===== config.mk =====
export PLATFORM = sky130hd
export DESIGN_NAME = pentary_to_binary_decoder
export DESIGN_NICKNAME = d
export VERILOG_FILES = /design/src/rtl/pentary_to_binary_decoder.sv
export SDC_FILE = /design/constraint.sdc
export NUM_CORES = 1
export LEC_CHECK = 0
export ABC_AREA = 1
export CORE_MARGIN = 2
export CORE_UTILIZATION = 50
export DETAILED_ROUTE_END_ITERATION = 7
export PLACE_DENSITY = 0.81
export SKIP_LAST_GASP = 1
export SLEW_MARGIN = 20
export SYNTH_ARGS = -nofsm -noshare
export SYNTH_HDL_FRONTEND = slang
export SYNTH_SLANG_ARGS = --single-unit

===== constraint.sdc =====
create_clock -name clk -period 9.4 [get_ports clk]
set_input_delay 1.88 -clock clk [delete_from_list [all_inputs] [get_ports clk]]
set_output_delay 1.88 -clock clk [all_outputs]
set_load 0.02 [all_outputs]

===== src/rtl/pentary_to_binary_decoder.sv =====
// pentary_to_binary_decoder
//   Converts one 16-digit balanced-pentary word (3-bit digit codes, MSB digit
//   first) into a signed two's-complement value using Horner's rule, one digit
//   per clock. Valid/ready handshakes on both sides; reports overflow of the
//   OUT_W-bit result and the use of illegal digit codes (101/110/111).
//
//   Build option: define PENTARY_DEC_SATURATE_EN to clamp out_data to the
//   OUT_W signed range on overflow; otherwise out_data is the low OUT_W bits
//   of the accumulator (wraps). out_ovf is reported in both builds.
module pentary_to_binary_decoder #(
    parameter int DIGITS = 16,
    parameter int OUT_W  = 32,
    parameter int ACC_W  = 38
) (
    input  logic                    clk,
    input  logic                    rst,
    input  logic                    in_valid,
    output logic                    in_ready,
    input  logic [3*DIGITS-1:0]     in_data,
    output logic                    out_valid,
    input  logic                    out_ready,
    output logic signed [OUT_W-1:0] out_data,
    output logic                    out_ovf,
    output logic                    out_digit_err
);

    localparam int IN_W  = 3 * DIGITS;
    localparam int CNT_W = (DIGITS > 1) ? $clog2(DIGITS) : 1;

    typedef enum logic [1:0] {
        IDLE = 2'd0,
        CONV = 2'd1,
        DONE = 2'd2
    } state_t;

    // Control state (reset)
    state_t                  state_q, state_d;
    logic                    in_ready_q, in_ready_d;
    logic [CNT_W-1:0]        cnt_q, cnt_d;

    // Datapath state (no reset: always loaded before it is used)
    logic [IN_W-1:0]         shreg_q, shreg_d;
    logic signed [ACC_W-1:0] acc_q, acc_d;
    logic                    err_q, err_d;

    // Registered result (reset to 0 because these are visible outputs)
    logic signed [OUT_W-1:0] out_data_q, out_data_d;
    logic                    out_ovf_q, out_ovf_d;
    logic                    out_err_q, out_err_d;

    // Horner step signals
    logic [2:0]              msb_code;
    logic signed [ACC_W-1:0] acc_next;

    // Codes 000..100 map to -2..+2; anything above is illegal.
    function automatic logic digit_legal(input logic [2:0] code);
        return (code <= 3'd4);
    endfunction

    // Signed value of one digit, sign-extended to the accumulator width.
    // Illegal codes contribute zero so the conversion still completes.
    function automatic logic signed [ACC_W-1:0] digit_value(input logic [2:0] code);
        logic signed [3:0] d4;
        if (code <= 3'd4) begin
            d4 = $signed({1'b0, code}) - 4'sd2;
        end else begin
            d4 = 4'sd0;
        end
        return {{(ACC_W-4){d4[3]}}, d4};
    endfunction

    // True when the accumulator is representable in OUT_W signed bits, i.e.
    // sign-extending its low OUT_W bits reproduces the full value.
    function automatic logic fits_out(input logic signed [ACC_W-1:0] a);
        logic signed [ACC_W-1:0] ext;
        ext = {{(ACC_W-OUT_W){a[OUT_W-1]}}, a[OUT_W-1:0]};
        return (ext == a);
    endfunction

`ifdef PENTARY_DEC_SATURATE_EN
    // Clamp to the OUT_W signed range; the sign of the wide value picks the rail.
    function automatic logic signed [OUT_W-1:0] result_word(input logic signed [ACC_W-1:0] a);
        if (fits_out(a)) begin
            return a[OUT_W-1:0];
        end else if (a[ACC_W-1]) begin
            return {1'b1, {(OUT_W-1){1'b0}}};
        end else begin
            return {1'b0, {(OUT_W-1){1'b1}}};
        end
    endfunction
`else
    // Plain truncation: keep the low OUT_W bits and let the value wrap.
    function automatic logic signed [OUT_W-1:0] result_word(input logic signed [ACC_W-1:0] a);
        return OUT_W'(a);
    endfunction
`endif

    // One Horner step: acc*5 + d, with acc*5 formed as (acc<<2)+acc.
    assign msb_code = shreg_q[IN_W-1 -: 3];
    assign acc_next = (acc_q <<< 2) + acc_q + digit_value(msb_code);

    // Next-state, datapath and result logic for the IDLE/CONV/DONE sequencer.
    always_comb begin
        state_d    = state_q;
        cnt_d      = cnt_q;
        shreg_d    = shreg_q;
        acc_d      = acc_q;
        err_d      = err_q;
        out_data_d = out_data_q;
        out_ovf_d  = out_ovf_q;
        out_err_d  = out_err_q;

        case (state_q)
            IDLE: begin
                if (in_valid && in_ready_q) begin
                    shreg_d = in_data;
                    acc_d   = '0;
                    err_d   = 1'b0;
                    cnt_d   = CNT_W'(DIGITS - 1);
                    state_d = CONV;
                end
            end
            CONV: begin
                acc_d   = acc_next;
                err_d   = err_q | ~digit_legal(msb_code);
                shreg_d = {shreg_q[IN_W-4:0], 3'b000};
                cnt_d   = cnt_q - CNT_W'(1);
                if (cnt_q == '0) begin
                    // Last digit: capture the finished result so it is stable
                    // for the whole DONE phase regardless of backpressure.
                    state_d    = DONE;
                    out_data_d = result_word(acc_next);
                    out_ovf_d  = ~fits_out(acc_next);
                    out_err_d  = err_q | ~digit_legal(msb_code);
                end
            end
            DONE: begin
                if (out_ready) begin
                    state_d = IDLE;
                end
            end
            default: begin
                state_d = IDLE;
            end
        endcase

        // Registered ready: high exactly while the sequencer sits in IDLE,
        // which also delays it one clock after reset is released.
        in_ready_d = (state_d == IDLE);
    end

    // Control and output registers; reset aborts any word in flight.
    always_ff @(posedge clk or posedge rst) begin
        if (rst) begin
            state_q    <= IDLE;
            in_ready_q <= 1'b0;
            cnt_q      <= '0;
            out_data_q <= '0;
            out_ovf_q  <= 1'b0;
            out_err_q  <= 1'b0;
        end else begin
            state_q    <= state_d;
            in_ready_q <= in_ready_d;
            cnt_q      <= cnt_d;
            out_data_q <= out_data_d;
            out_ovf_q  <= out_ovf_d;
            out_err_q  <= out_err_d;
        end
    end

    // Working datapath registers: digit shift register, accumulator, error flag.
    always_ff @(posedge clk) begin
        shreg_q <= shreg_d;
        acc_q   <= acc_d;
        err_q   <= err_d;
    end

    assign in_ready      = in_ready_q;
    assign out_valid     = (state_q == DONE);
    assign out_data      = out_data_q;
    assign out_ovf       = out_ovf_q;
    assign out_digit_err = out_err_q;

endmodule


==> results of run 1 <==
==> final cells by class <==
| cell class | instances | area, µm² |
|---|---|---|
| Tap cell | 220 | 275 |
| Clock inverter | 11 | 92.6 |
| Multi-Input combinational cell | 738 | 4180 |
| Clock buffer | 21 | 450 |
| Fill cell | 1442 | 6470 |
| Inverter | 119 | 448 |
| Sequential cell | 128 | 3640 |
| Timing Repair Buffer | 91 | 905 |
==> registers in the layout, summed over array words and instances, names as in the netlist, 2 cells and up <==
| signal | cells |
|---|---|
| cnt_q | 4 |
| acc_q | 38 |
| out_data | 32 |
| state_q | 2 |
| shreg_q | 48 |
==> Yosys cell counts, types with 6 or more instances <==
library cell,number
sky130_fd_sc_hd__xnor2_1,10
sky130_fd_sc_hd__ha_1,39
sky130_fd_sc_hd__fa_1,36
sky130_fd_sc_hd__nor3_1,7
sky130_fd_sc_hd__dfrtp_1,41
sky130_fd_sc_hd__nand2_2,16
sky130_fd_sc_hd__o21bai_1,7
sky130_fd_sc_hd__nand2_1,360
sky130_fd_sc_hd__a21oi_1,34
sky130_fd_sc_hd__nor2_2,6
sky130_fd_sc_hd__clkbuf_1,19
sky130_fd_sc_hd__edfxtp_1,87
sky130_fd_sc_hd__inv_1,117
sky130_fd_sc_hd__xor2_1,20
sky130_fd_sc_hd__nand3_1,26
sky130_fd_sc_hd__o21ai_0,45
sky130_fd_sc_hd__nor2_1,103
==> worst register-to-register path: stages, from the launching register on <==
cell and delay [ps]:
sky130_fd_sc_hd__edfxtp_1 440, sky130_fd_sc_hd__nor2_4 130, sky130_fd_sc_hd__buf_4 500, sky130_fd_sc_hd__inv_1 120
sky130_fd_sc_hd__fa_1 500, sky130_fd_sc_hd__inv_1 60, sky130_fd_sc_hd__fa_1 490, sky130_fd_sc_hd__nand2_1 100
sky130_fd_sc_hd__nand3_1 70, sky130_fd_sc_hd__and2_2 210, sky130_fd_sc_hd__nand2_1 90, sky130_fd_sc_hd__nand3_2 140
sky130_fd_sc_hd__a31oi_1 210, sky130_fd_sc_hd__xor2_1 240, sky130_fd_sc_hd__nor2_1 70
==> cell usage in the layout (no fill, tap or decap), drive strengths merged <==
cell and count:
or2 1, dfrtp 41, edfxtp 87, buf 4, nand2 376, a21oi 35
o21bai 7, nor3 7, clkinvlp 4, clkbuf 21, nand4 4, o21ai 49
a31oi 5, bufinv 1, xor2 20, inv 118, ha 39, and2 4
nor2 109, a21boi 1, nand3 31, o21a 1, xnor2 10, fa 36
a22oi 1, o31ai 1, clkdlybuf4s50 87, nand3b 1, clkinv 7
==> stage by stage <==
step | hold slack [ps] | worst slack, ps | cell area [µm²]
after floorplan | 453 | 4520 | 8340
after global placement | 466 | 5370 | 9440
after detailed placement | 472 | 5340 | 9440
after CTS | 485 | 5760 | 9990
after global routing | 516 | 5490 | 9990
final | 481 | 5730 | 9990
==> kinds of logic after synthesis <==
logic type	count (synthesis)
buffers and inverters	140
DFF	128
and+or+nand+nor	533
xor gates and xnor gates	30
AOI/OAI and AO/OA	100
adders and majority gates	75
==> final timing paths <==
path	cells past startpoint	from	slack [ps]	to
max	14	shreg_q[46]$_DFFE_PP_	5730	acc_q[29]$_SDFFCE_PN0P_
min	2	out_data[11]$_DFFE_PP0P_	480	out_data[11]$_DFFE_PP0P_
max reg2reg	14	shreg_q[46]$_DFFE_PP_	5730	acc_q[29]$_SDFFCE_PN0P_
min reg2reg	2	out_data[11]$_DFFE_PP0P_	480	out_data[11]$_DFFE_PP0P_
max in group asynchronous	2	rst	6800	out_data[14]$_DFFE_PP0P_
min in group asynchronous	2	rst	2020	out_data[22]$_DFFE_PP0P_
==> metal layers <==
layer / routed length [µm] / track usage [%]
met3: 1050 / 4.95
met2: 8840 / 35.9
met1: 8550 / 29.6
met5: 0 / 0
met4: 323 / 6.91
==> metrics.md, run 1 <==
| Metric | Value |
|---|---|
| Simple-Gate Fraction of Synth Area | 25.8% |
| Final Cycle Share | 39.0% |
| Net count, final | 1222 |
| Die Footprint | 0.0177 mm² |
| Number of synthesis warnings | 0 |
| Starting density of the core | 50.7% |
| Final cell utilization of the core | 60.7% |
| Unique cell type count in the Yosys netlist | 34 |
| Average cell area after synthesis | 8.29 µm² |
| Die outline height | 133 µm |
| Async set-reset flop share out of synthesis | 32.0% |
| Resize count post-CTS | 0 |
| Top area cells in the synthesized netlist | sky130_fd_sc_hd__edfxtp_1, sky130_fd_sc_hd__nand2_1, sky130_fd_sc_hd__dfrtp_1 |
| Placed instance count | 1296 |
| H-tree Lvls | 4 |
| Combinational family with the most area after synthesis | simple AND/OR/NAND/NOR gates |
| Critical-path top delay cell | sky130_fd_sc_hd__buf_4 |
| Portion of the post-synthesis area used by sequential elements | 43.6% |
| Tot GR Track Use | 22.0% |
| Core footprint | 0.0165 mm² |
| Slew HR | 33.1% |
| Setup TNS | 0 ps |
| Io pins | 88 |
| Kind of path behind the tightest hold check | register to register |
| Die extent in x | 133 µm |
| Reg clk slew, reported paths | 50 ps |
| Fraction of synthesized cell area in xor and xnor cells | 3.15% |
| Area Growth Syn to Fin | 19.8% |
| Slew at the pin closest to its max-slew limit | 1000 ps |
| Family with the most delay on the worst path | adder cells |
| Setup CP Type | register to register |
| Clock Tree Root | sky130_fd_sc_hd__clkbuf_16 |
| Clock skew | 7.97 ps |
| Critical path's largest stage delay | 500 ps |
| Final weighted congestion in routability-driven placement | 0.933 |
| Remaining antenna violation count | 0 |
| Buffer levels on the longest clock path | 2 |
| Data arrival time of the critical path | 3800 ps |
| Clock tree from TritonCTS | built |
| Final routed DRC violation total | 0 |
| Largest net degree at the start of global routing | 89 |
| Setup Buffers After CTS | 0 |
| Number of DRC markers after the initial detailed-route iteration | 460 |
| Data required, critical path | 9530 ps |
| Antenna cell count | 0 |
| Antenna violations before repair | 0 |
| Total wirelength of the detailed-routed design | 18800 µm |
| Share of layout cells above drive strength 1 | 6.14% |
| Wire length of the first global-routing pass | 30900 µm |
| Number of cells in the finished layout apart from fillers | 1328 |
| Routed length per placed instance | 14.1 µm |
| Compound-cell area share of the yosys netlist | 6.49% |
| Number of hold violations in the final report | 0 |
| Iteration count of the initial detailed-routing pass | 5 |
| Max FO, Critical Path | 36 |
| Achievable Freq | 273 MHz |
| Number of flops mapped to enable cells by yosys | 87 |
| Post-route minimum period | 3670 ps |
| Per-cell via count in the routed design | 5.01 |
| Cell taking the most area after synthesis | sky130_fd_sc_hd__edfxtp_1 |
| Top flip-flop cell by instance count after synthesis | sky130_fd_sc_hd__edfxtp_1 |
| Count of buffers inserted at the top-level ports | 87 |
| Post-CTS Hold Buffers | 0 |
| CP startpoint kind | register |
| Number of nets produced by synthesis | 1133 |
| Grt ovf | 0 |
| Multiplexer fraction of the synthesized cell area | 0% |
| Via count of the first global-routing pass | 6496 |
| Area share of fa/ha/maj cells after synthesis | 14.5% |
| Clock latency on the worst-skew pair | 420 ps |
| Total vias in the final route | 6649 |
| Post-synth design cell area | 0.00834 mm² |
| Detailed placer's ending HPWL | 13700 µm |
| Total of flip-flops plus latches after synthesis | 128 |
| Max Cap Violations | 0 |
| Cts bufs inserted | 17 |
| Number of rows in the core area | 47 |
| Buffers plus inverters on the worst setup path | 3 |
| Num Clock Sinks | 128 |
| Unrepaired setup endpoints after global routing | false |
| Share of the synthesized area in the top cell type | 31.3% |
| Total count of max-transition violations in the final report | 0 |
| Cells traversed along the worst timing path | nor2_4, buf_4, inv_1, fa_1, inv_1, fa_1, nand2_1, nand3_1, and2_2, nand2_1, nand3_2, a31oi_1, xor2_1, nor2_1 |
| Status | finished clean |
| Type of destination of the critical path | register |
| Number of endpoints failing setup at the final stage | 0 |
| Cells after Synth | 1006 |
Power of run 1 is left out: the tool's default activity adds up to more than one toggle a clock period on the data nets, which glitch-free logic cannot reach.
==> inputs of run 2 (changes only) <==
Settings changed: PLACE_DENSITY 0.81 to 0.84.
Clock period 9.4 ns to 3.1 ns, I/O delays scaled along.
==> run 2 against run 1 <==
  * The run now ends with setup timing left
  * Fmax grew 12%
  * Die area is the same
  * Cell area grew 15%
  * Clock-buffer cell count is 4 lower
  * Worst hold slack better by 2.1 ps
  * First-iteration DRC count rose by 53%
  * Final cell count up 3.6%
  * Flip-flop and latch count unchanged
  * Critical path type unchanged
==> metrics.md, run 2 (synthesis results as in run 1) <==
| Metric | Value |
|---|---|
| Post-route minimum period | 3260 ps |
| Remaining antenna violation count | 0 |
| Total wirelength of the detailed-routed design | 23200 µm |
| Final Cycle Share | 105% |
| H-tree Lvls | 4 |
| Slew at the pin closest to its max-slew limit | 970 ps |
| Number of DRC markers after the initial detailed-route iteration | 704 |
| Total vias in the final route | 7386 |
| Cts bufs inserted | 17 |
| Max reg flops | 48 |
| Count of buffers inserted at the top-level ports | 87 |
| Data arrival time of the critical path | 3590 ps |
| Achievable Freq | 306 MHz |
| Number of rows in the core area | 47 |
| Share of layout cells above drive strength 1 | 24.4% |
| Most common cell after layout, fill and taps aside | sky130_fd_sc_hd__nand2_1 |
| Fillcell total | 1190 |
| Failing checks | setup timing |
| Max Cap Violations | 0 |
| Clock Tree Root | sky130_fd_sc_hd__clkbuf_16 |
| Number of hold violations in the final report | 0 |
| Antenna cell count | 0 |
| Total count of max-transition violations in the final report | 0 |
| Starting density of the core | 50.7% |
| Kind of path behind the tightest hold check | register to register |
| Die outline height | 133 µm |
| Final routed DRC violation total | 0 |
| Buffer levels on the longest clock path | 2 |
| Status | finished with violations |
| Final cell utilization of the core | 69.6% |
| Data required, critical path | 3430 ps |
| Via count of the first global-routing pass | 7071 |
| Worst slack at placement | -31.6 ps |
| Die Footprint | 0.0177 mm² |
| Clock skew | 9.28 ps |
| Area Growth Syn to Fin | 37.4% |
| Num Clock Sinks | 128 |
| Setup CP Type | register to register |
| Antenna violations before repair | 0 |
| Io pins | 88 |
| Clock latency on the worst-skew pair | 440 ps |
| Iteration count of the initial detailed-routing pass | 6 |
| Register with the highest flop count | shreg_q |
| Reg clk slew, reported paths | 60 ps |
| Largest net degree at the start of global routing | 68 |
| Clock tree from TritonCTS | built |
| Number of endpoints failing setup at the final stage | 24 |
| Most frequent cells in the layout | sky130_fd_sc_hd__nand2_1, sky130_fd_sc_hd__inv_1, sky130_fd_sc_hd__edfxtp_1, sky130_fd_sc_hd__clkdlybuf4s50_1, sky130_fd_sc_hd__nor2_1 |
| Wire length of the first global-routing pass | 33600 µm |
| Net count, final | 1270 |
| Core footprint | 0.0165 mm² |
| Post-CTS Hold Buffers | 0 |
| Smallest hold slack | 483 ps |
| Unrepaired setup endpoints after global routing | true |
| Detailed placer's ending HPWL | 14800 µm |
| Routed length per placed instance | 16.9 µm |
| Slew HR | 35.3% |
| Setup TNS | -1620 ps |
| Grt ovf | 0 |
| Per-cell via count in the routed design | 5.37 |
| Tot GR Track Use | 24.0% |
| Die extent in x | 133 µm |
| Max FO, Critical Path | 9 |
| Worst Setup Slack, final | -163 ps |
| Type of destination of the critical path | register |
| Final weighted congestion in routability-driven placement | 0.941 |
| CP startpoint kind | register |
[run 2: cell types whose count changed in the layout (fill, tap and decap cells not counted), sizes merged]
cell,before,now
inv,118,125
clkbuf,21,20
clkinv,7,4
buf,4,49
[run 2: routing by layer]
metal / vias to the layer above / GRT usage (%) / part of all wire (%)
li1: 3468 / - / -
met1: 3512 / 31.1 / 41
met2: 335 / 39.7 / 49
met3: 71 / 5.44 / 7.4
met4: 0 / 9.04 / 3.4
met5: - / 0 / 0
[run 2: final timing paths]
path,startpoint,end,slack (ps),cells past startpoint
setup / recovery,shreg_q[46]$_DFFE_PP_,out_ovf$_DFFE_PP0P_,-160,18
hold / removal,out_data[13]$_DFFE_PP0P_,out_data[13]$_DFFE_PP0P_,480,2
setup reg to reg,shreg_q[46]$_DFFE_PP_,out_ovf$_DFFE_PP0P_,-160,18
hold reg to reg,out_data[13]$_DFFE_PP0P_,out_data[13]$_DFFE_PP0P_,480,2
max in group asynchronous,rst,out_data[18]$_DFFE_PP0P_,1760,2
min in group asynchronous,rst,out_data[22]$_DFFE_PP0P_,720,2
[run 2: final cells by class]
cell class | count | area (µm²) | share of cell area, %
Timing Repair Buffer | 139 | 1380 | 12.0
Inverter | 119 | 452 | 3.94
Clock buffer | 17 | 425 | 3.71
Multi-Input combinational cell | 738 | 5150 | 45.0
Tap cell | 220 | 275 | 2.40
Sequential cell | 128 | 3640 | 31.7
Clock inverter | 15 | 144 | 1.26
[run 2: metrics by stage]
step	instances	area, µm²
after floorplan	1006	8770
after global placement	1308	10000
after detailed placement	1308	10000
after CTS	1340	10600
after global routing	1376	11500
final	1376	11500
[run 2: worst max-delay path: stages (launching register included)]
cell and delay (ps):
sky130_fd_sc_hd__edfxtp_1 440, sky130_fd_sc_hd__nor2_4 190, sky130_fd_sc_hd__buf_12 150, sky130_fd_sc_hd__clkbuf_16 180
sky130_fd_sc_hd__fa_1 510, sky130_fd_sc_hd__ha_4 360, sky130_fd_sc_hd__nand2_1 130, sky130_fd_sc_hd__o21ai_1 250
sky130_fd_sc_hd__inv_1 80, sky130_fd_sc_hd__nand2_1 160, sky130_fd_sc_hd__a21oi_4 90, sky130_fd_sc_hd__nand2_2 80
sky130_fd_sc_hd__nand2_1 70, sky130_fd_sc_hd__nand2_2 120, sky130_fd_sc_hd__nand2_2 60, sky130_fd_sc_hd__nor2_1 80
sky130_fd_sc_hd__nand2_1 70, sky130_fd_sc_hd__nand3_1 80, sky130_fd_sc_hd__nand2_1 50
[run 2: what timing repair did]
action / CTS / global route
buffers inserted: 0 / 33
gates resized for setup: 2 / 132
pin swaps: 1 / 71
gates cloned: 0 / 3
hold endpoints to repair: 0 / 0
setup endpoints to repair: 2 / 27
Power of run 2 is left out for the same reason.
